<file path="config.mk">
export PLATFORM = sky130hd
export DESIGN_NAME = mem_arbiter
export DESIGN_NICKNAME = d
export VERILOG_FILES = /design/src/rtl/mem_arbiter.sv
export SDC_FILE = /design/constraint.sdc
export NUM_CORES = 1
export LEC_CHECK = 0
export ABC_AREA = 1
export BUFFER_PORTS_ARGS = -buffer_cell sky130_fd_sc_hd__buf_2
export CAP_MARGIN = 15
export CORE_MARGIN = 2
export CORE_UTILIZATION = 50
export CTS_BUF_LIST = sky130_fd_sc_hd__clkbuf_16
export DETAILED_ROUTE_END_ITERATION = 8
export GPL_TIMING_DRIVEN = 0
export PLACE_DENSITY = 0.84
export SYNTH_ARGS = -nofsm -noshare
export SYNTH_HDL_FRONTEND = slang
export SYNTH_SLANG_ARGS = --single-unit
</file>
<file path="constraint.sdc">
create_clock -name clk -period 10.57 [get_ports clk]
set_clock_uncertainty 0.2 [all_clocks]
set_input_delay 0.5285 -clock clk [delete_from_list [all_inputs] [get_ports clk]]
set_output_delay 0.5285 -clock clk [all_outputs]
set_load 0.02 [all_outputs]
</file>
<file path="src/rtl/mem_arbiter.sv">
// Shares one single-port memory between instruction fetch and load/store, one
// transaction in flight; data has priority, a starvation counter forces fetch through.
module mem_arbiter #(
  parameter int unsigned STARVE_LIMIT = 4
) (
  input  logic        clk,
  input  logic        rst,
  input  logic        if_req,
  input  logic [31:0] if_addr,
  input  logic        if_flush,
  output logic        if_gnt,
  output logic        if_rvalid,
  output logic [31:0] if_rdata,
  output logic        if_err,
  input  logic        d_req,
  input  logic        d_we,
  input  logic [3:0]  d_be,
  input  logic [31:0] d_addr,
  input  logic [31:0] d_wdata,
  output logic        d_gnt,
  output logic        d_rvalid,
  output logic [31:0] d_rdata,
  output logic        mem_req,
  output logic        mem_we,
  output logic [3:0]  mem_be,
  output logic [31:0] mem_addr,
  output logic [31:0] mem_wdata,
  input  logic        mem_ack,
  input  logic [31:0] mem_rdata,
  output logic [1:0]  dbg_state,
  output logic [3:0]  dbg_starve_cnt
);

  // Handshakes: if_req/d_req are levels held until the matching gnt is high in the
  // same cycle; mem_req and all mem_* stay stable until a cycle with mem_ack high.
  typedef enum logic [1:0] {
    IDLE    = 2'd0,
    BUSY_IF = 2'd1,
    BUSY_D  = 2'd2,
    ERR_IF  = 2'd3
  } state_e;

  localparam logic [3:0] STARVE_MAX = 4'(STARVE_LIMIT);

  state_e      state_q, state_d;
  logic [3:0]  starve_cnt_q, starve_cnt_d;
  logic        kill_q, kill_d;
  logic        mem_req_q, mem_req_d;
  logic        mem_we_q, mem_we_d;
  logic [3:0]  mem_be_q, mem_be_d;
  logic [31:0] mem_addr_q, mem_addr_d;
  logic [31:0] mem_wdata_q, mem_wdata_d;
  logic        if_rvalid_q, if_rvalid_d;
  logic [31:0] if_rdata_q, if_rdata_d;
  logic        d_rvalid_q, d_rvalid_d;
  logic [31:0] d_rdata_q, d_rdata_d;

  logic fetch_elig;
  logic fetch_win;
  logic data_win;
  logic kill_now;
  logic err_resp;
  logic unused_d_addr_lsb;

  assign unused_d_addr_lsb = ^d_addr[1:0];

  always_comb begin
    fetch_elig = if_req & ~if_flush;
    fetch_win  = (state_q == IDLE) & fetch_elig &
                 (~d_req | (starve_cnt_q == STARVE_MAX));
    data_win   = (state_q == IDLE) & d_req & ~fetch_win;
    // A flush in the very cycle the fetch finishes still suppresses its response.
    kill_now   = kill_q | if_flush;
    err_resp   = (state_q == ERR_IF) & ~kill_now;
  end

  always_comb begin
    state_d      = state_q;
    starve_cnt_d = starve_cnt_q;
    kill_d       = kill_q;
    mem_req_d    = mem_req_q;
    mem_we_d     = mem_we_q;
    mem_be_d     = mem_be_q;
    mem_addr_d   = mem_addr_q;
    mem_wdata_d  = mem_wdata_q;
    if_rvalid_d  = 1'b0;
    if_rdata_d   = if_rdata_q;
    d_rvalid_d   = 1'b0;
    d_rdata_d    = d_rdata_q;

    unique case (state_q)
      IDLE: begin
        kill_d = 1'b0;
        if (fetch_win) begin
          starve_cnt_d = 4'd0;
          if (if_addr[1:0] != 2'b00) begin
            state_d = ERR_IF;
          end else begin
            state_d     = BUSY_IF;
            mem_req_d   = 1'b1;
            mem_we_d    = 1'b0;
            mem_be_d    = 4'hF;
            mem_addr_d  = {if_addr[31:2], 2'b00};
            mem_wdata_d = 32'd0;
          end
        end else if (data_win) begin
          if (fetch_elig && (starve_cnt_q < STARVE_MAX)) begin
            starve_cnt_d = starve_cnt_q + 4'd1;
          end
          state_d     = BUSY_D;
          mem_req_d   = 1'b1;
          mem_we_d    = d_we;
          mem_be_d    = d_be;
          mem_addr_d  = {d_addr[31:2], 2'b00};
          mem_wdata_d = d_wdata;
        end
      end
      BUSY_IF: begin
        kill_d = kill_now;
        if (mem_ack) begin
          state_d   = IDLE;
          mem_req_d = 1'b0;
          kill_d    = 1'b0;
          if (!kill_now) begin
            if_rvalid_d = 1'b1;
            if_rdata_d  = mem_rdata;
          end
        end
      end
      BUSY_D: begin
        if (mem_ack) begin
          state_d    = IDLE;
          mem_req_d  = 1'b0;
          d_rvalid_d = 1'b1;
          d_rdata_d  = mem_we_q ? 32'd0 : mem_rdata;
        end
      end
      ERR_IF: begin
        state_d = IDLE;
        kill_d  = 1'b0;
        if (!kill_now) begin
          if_rdata_d = 32'd0;
        end
      end
      default: state_d = IDLE;
    endcase
  end

  always_ff @(posedge clk or posedge rst) begin
    if (rst) begin
      state_q      <= IDLE;
      starve_cnt_q <= 4'd0;
      kill_q       <= 1'b0;
      mem_req_q    <= 1'b0;
      mem_we_q     <= 1'b0;
      mem_be_q     <= 4'd0;
      mem_addr_q   <= 32'd0;
      mem_wdata_q  <= 32'd0;
      if_rvalid_q  <= 1'b0;
      if_rdata_q   <= 32'd0;
      d_rvalid_q   <= 1'b0;
      d_rdata_q    <= 32'd0;
    end else begin
      state_q      <= state_d;
      starve_cnt_q <= starve_cnt_d;
      kill_q       <= kill_d;
      mem_req_q    <= mem_req_d;
      mem_we_q     <= mem_we_d;
      mem_be_q     <= mem_be_d;
      mem_addr_q   <= mem_addr_d;
      mem_wdata_q  <= mem_wdata_d;
      if_rvalid_q  <= if_rvalid_d;
      if_rdata_q   <= if_rdata_d;
      d_rvalid_q   <= d_rvalid_d;
      d_rdata_q    <= d_rdata_d;
    end
  end

  // The misaligned-fetch error is answered straight from ERR_IF so a flush in that
  // cycle can still cancel it; if_rdata reads zero for the error response.
  assign if_gnt         = fetch_win;
  assign d_gnt          = data_win;
  assign if_rvalid      = if_rvalid_q | err_resp;
  assign if_err         = err_resp;
  assign if_rdata       = (state_q == ERR_IF) ? 32'd0 : if_rdata_q;
  assign d_rvalid       = d_rvalid_q;
  assign d_rdata        = d_rdata_q;
  assign mem_req        = mem_req_q;
  assign mem_we         = mem_we_q;
  assign mem_be         = mem_be_q;
  assign mem_addr       = mem_addr_q;
  assign mem_wdata      = mem_wdata_q;
  assign dbg_state      = state_q;
  assign dbg_starve_cnt = starve_cnt_q;

endmodule

</file>
==> impl_metrics.toml <==
[timing]
setup_viol = 0
worstMarginPinSlew_ps = 517
fmax_mhz = 335
period_minus_slack_ps = 2980
slew_viol_final = 0
tns_ps = 0
rsz0062_at_grt = "no"
fin_crit_sh = 0.282
finalHoldViolCount = 0
holdWs_ps = 166
slew-limit-headroom = 0.655

[route]
first_pass_iters = 5
num_vias = 6390
wl_per_cell_um = 15.0
wl_um = 18800
postRouteAntennaNets = 0
viasPerCell = 5.10
drt_iter0_drc = 508
drc = 0

[die]
die_h_um = 118
core.rowCount = 41
die_w_um = 118
boundaryPins = 284
die_area_mm2 = 0.0139
core-area_mm2 = 0.0126
initial_core_util = 0.513

[yosys]
synth.distinct_cells = 25
synth_area_leaders = "dfrtp_1 (55%), nand2_1 (12%), nand3_1 (7.7%), inv_1 (4.9%), o31ai_1 (3.7%)"
yosys_warnings = 0
ys_seq_area_frac = 0.545
syn-cell-area_mm2 = 0.00647
synth.most_common_cell = "nand2_1"
syn_avg_cell_area_um2 = 8.44
synthArstFlopShare = 1.00
synth_seq_cells = 141
synth_cells = 767
synthTopCellsByCount = "nand2_1 (215), dfrtp_1 (141), nand3_1 (100)"
synth_top_cell_by_area = "dfrtp_1"
synthFlopType = "dfrtp_1"
synth_top_area_share = 0.545
synth-edff-count = 0

[status]
status = "complete, no violations"

[global_routing]
grt_max_degree = 100
grt_overflow = 0
grt_pass1_vias = 6324
grt_pass1_wl_um = 30900
antenna_found_initial = 2
grt_usage = 0.278

[pwr]
ir_drop_uv = 142
power.density_mw_per_mm2 = 312
p_leak_nw = 5.06

[clock_network]
cts.repair.resized = 0
clk_latency_ps = 410
cts_root_buf = "clkbuf_16"
clk_pin_slew_ps = 60
numCtsBuffers = 17
cts.htree.levels = 4
cts_buffer_depth = 2
cts_sinks = 141
cts_tree = "built"
cts_setup_buffers = 0

[critical_path]
cp-end-kind = "primary output"
cp.required_ps = 9840
critPathArrivalTime_ps = 2260
cp-start-kind = "flip-flop"
crit_type = "flip-flop to primary output"
ff2ff_path_depth = 10
crit_fanout = 10

[placed_design]
port_buffers = 278
hpwl_um = 14000
routabilityCongestion = 0.885

[cells_and_area]
nets = 1212
final_layout_size_suffix_gt1_frac = 0.316
fillers = 1049
area_growth_pct = 33.5

[hold_path]
holdPathStages = 3
hold_path_class = "primary input to flip-flop"

[job]
cap_violations = 0
final timing paths:
| kind | from | end | slack (ps) |
|---|---|---|---|
| worst max register to register | dbg_state[0] | mem_wdata[30] | 8370 |
| worst max-delay path | dbg_state[0] | d_gnt | 7590 |
| worst min-delay path | d_wdata[29] | mem_wdata[29] | 170 |
| worst min register to register | mem_req | mem_req | 260 |
| min in group asynchronous | rst | mem_wdata[9] | 490 |
| max in group asynchronous | rst | mem_addr[21] | 8870 |
power breakdown:
group          switching [mW]  total [mW]  internal (mW)
Sequential              0.126       0.922          0.796
Combinational           0.838        1.25          0.408
Clock                   0.212       0.525          0.313
logic make-up after synthesis:
kind of cell,share of synthesized area
compound gates,0.0729
other cells,0.000579
flops,0.545
buf+inv,0.0978
simple gates,0.272
fa+ha+maj,0.0116
critical path, stage by stage (launching register included):
cell,delay [ps]
dfrtp_1,430
inv_1,110
ha_1,150
buf_4,170
inv_2,60
nor2_4,220
nand2_4,130
nand2_4,120
buf_2,220
inv_1,60
buf_2,150
what timing repair did:
item | in CTS | in global routing
hold endpoints to repair | 42 | 0
hold buffers | 1 | 0
endpoints found under the setup margin | 0 | 0
routing by layer:
| layer | vias up | part of all wire | track usage |
|---|---|---|---|
| met5 | - | 0.00069 | 0 |
| met4 | 2 | 0.030 | 0.128 |
| met3 | 43 | 0.083 | 0.0775 |
| met2 | 297 | 0.48 | 0.457 |
| met1 | 2952 | 0.40 | 0.341 |
| li1 | 3096 | - | - |
area by class of cell:
cell class / count / area [µm²] / share of cell area
Antenna cell: 1 / 2.50 / 0.000290
Buffer: 61 / 307 / 0.0355
Clock buffer: 17 / 425 / 0.0492
Clock inverter: 14 / 90.1 / 0.0104
Inverter: 87 / 332 / 0.0384
Multi-Input combinational cell: 479 / 2310 / 0.268
Sequential cell: 141 / 3530 / 0.408
Tap cell: 172 / 215 / 0.0249
Timing Repair Buffer: 280 / 1430 / 0.165
registers in the layout, summed over array words and instances, names as in the netlist:
name / cells
dbg_starve_cnt: 4
mem_wdata: 32
mem_addr: 30
mem_we: 1
dbg_state: 2
mem_req: 1
if_rvalid_q: 1
kill_q: 1
if_rdata_q: 32
d_rvalid: 1
mem_be: 4
d_rdata: 32
layout by cell type, fill, tap and decap left out, types with 2 or more instances in the layout:
cell type   instances
buf_1               5
clkinvlp_4          2
ha_1                6
o31ai_1            32
nand2_2             2
o21ai_0             3
nand2_1           215
nand4_1            34
inv_1              88
o22ai_1            33
buf_2             295
buf_4               7
clkbuf_16          17
clkbuf_1           28
clkinv_1            4
dfrtp_1           141
nor2_1             42
or2_2               2
nand2_4             2
clkinv_2            3
nand3_1           100
conb_1              2
a21oi_1             2
buf_6               4
inv_2               2
metrics by stage:
step / std cells / util / area [µm²] / worst slack (ps) / power, mW
floorplan: 768 / - / 6480 / 6060 / 1.72
global placement: 1218 / 0.640 / 8080 / 4530 / 2.14
detailed placement: 1219 / 0.643 / 8120 / 8040 / 2.17
CTS: 1251 / 0.685 / 8640 / 7550 / 2.70
global route: 1251 / 0.685 / 8640 / 7430 / 2.87
finish: 1252 / 0.685 / 8640 / 7590 / 2.69
Note: power is estimated with default switching activity, not from simulation.
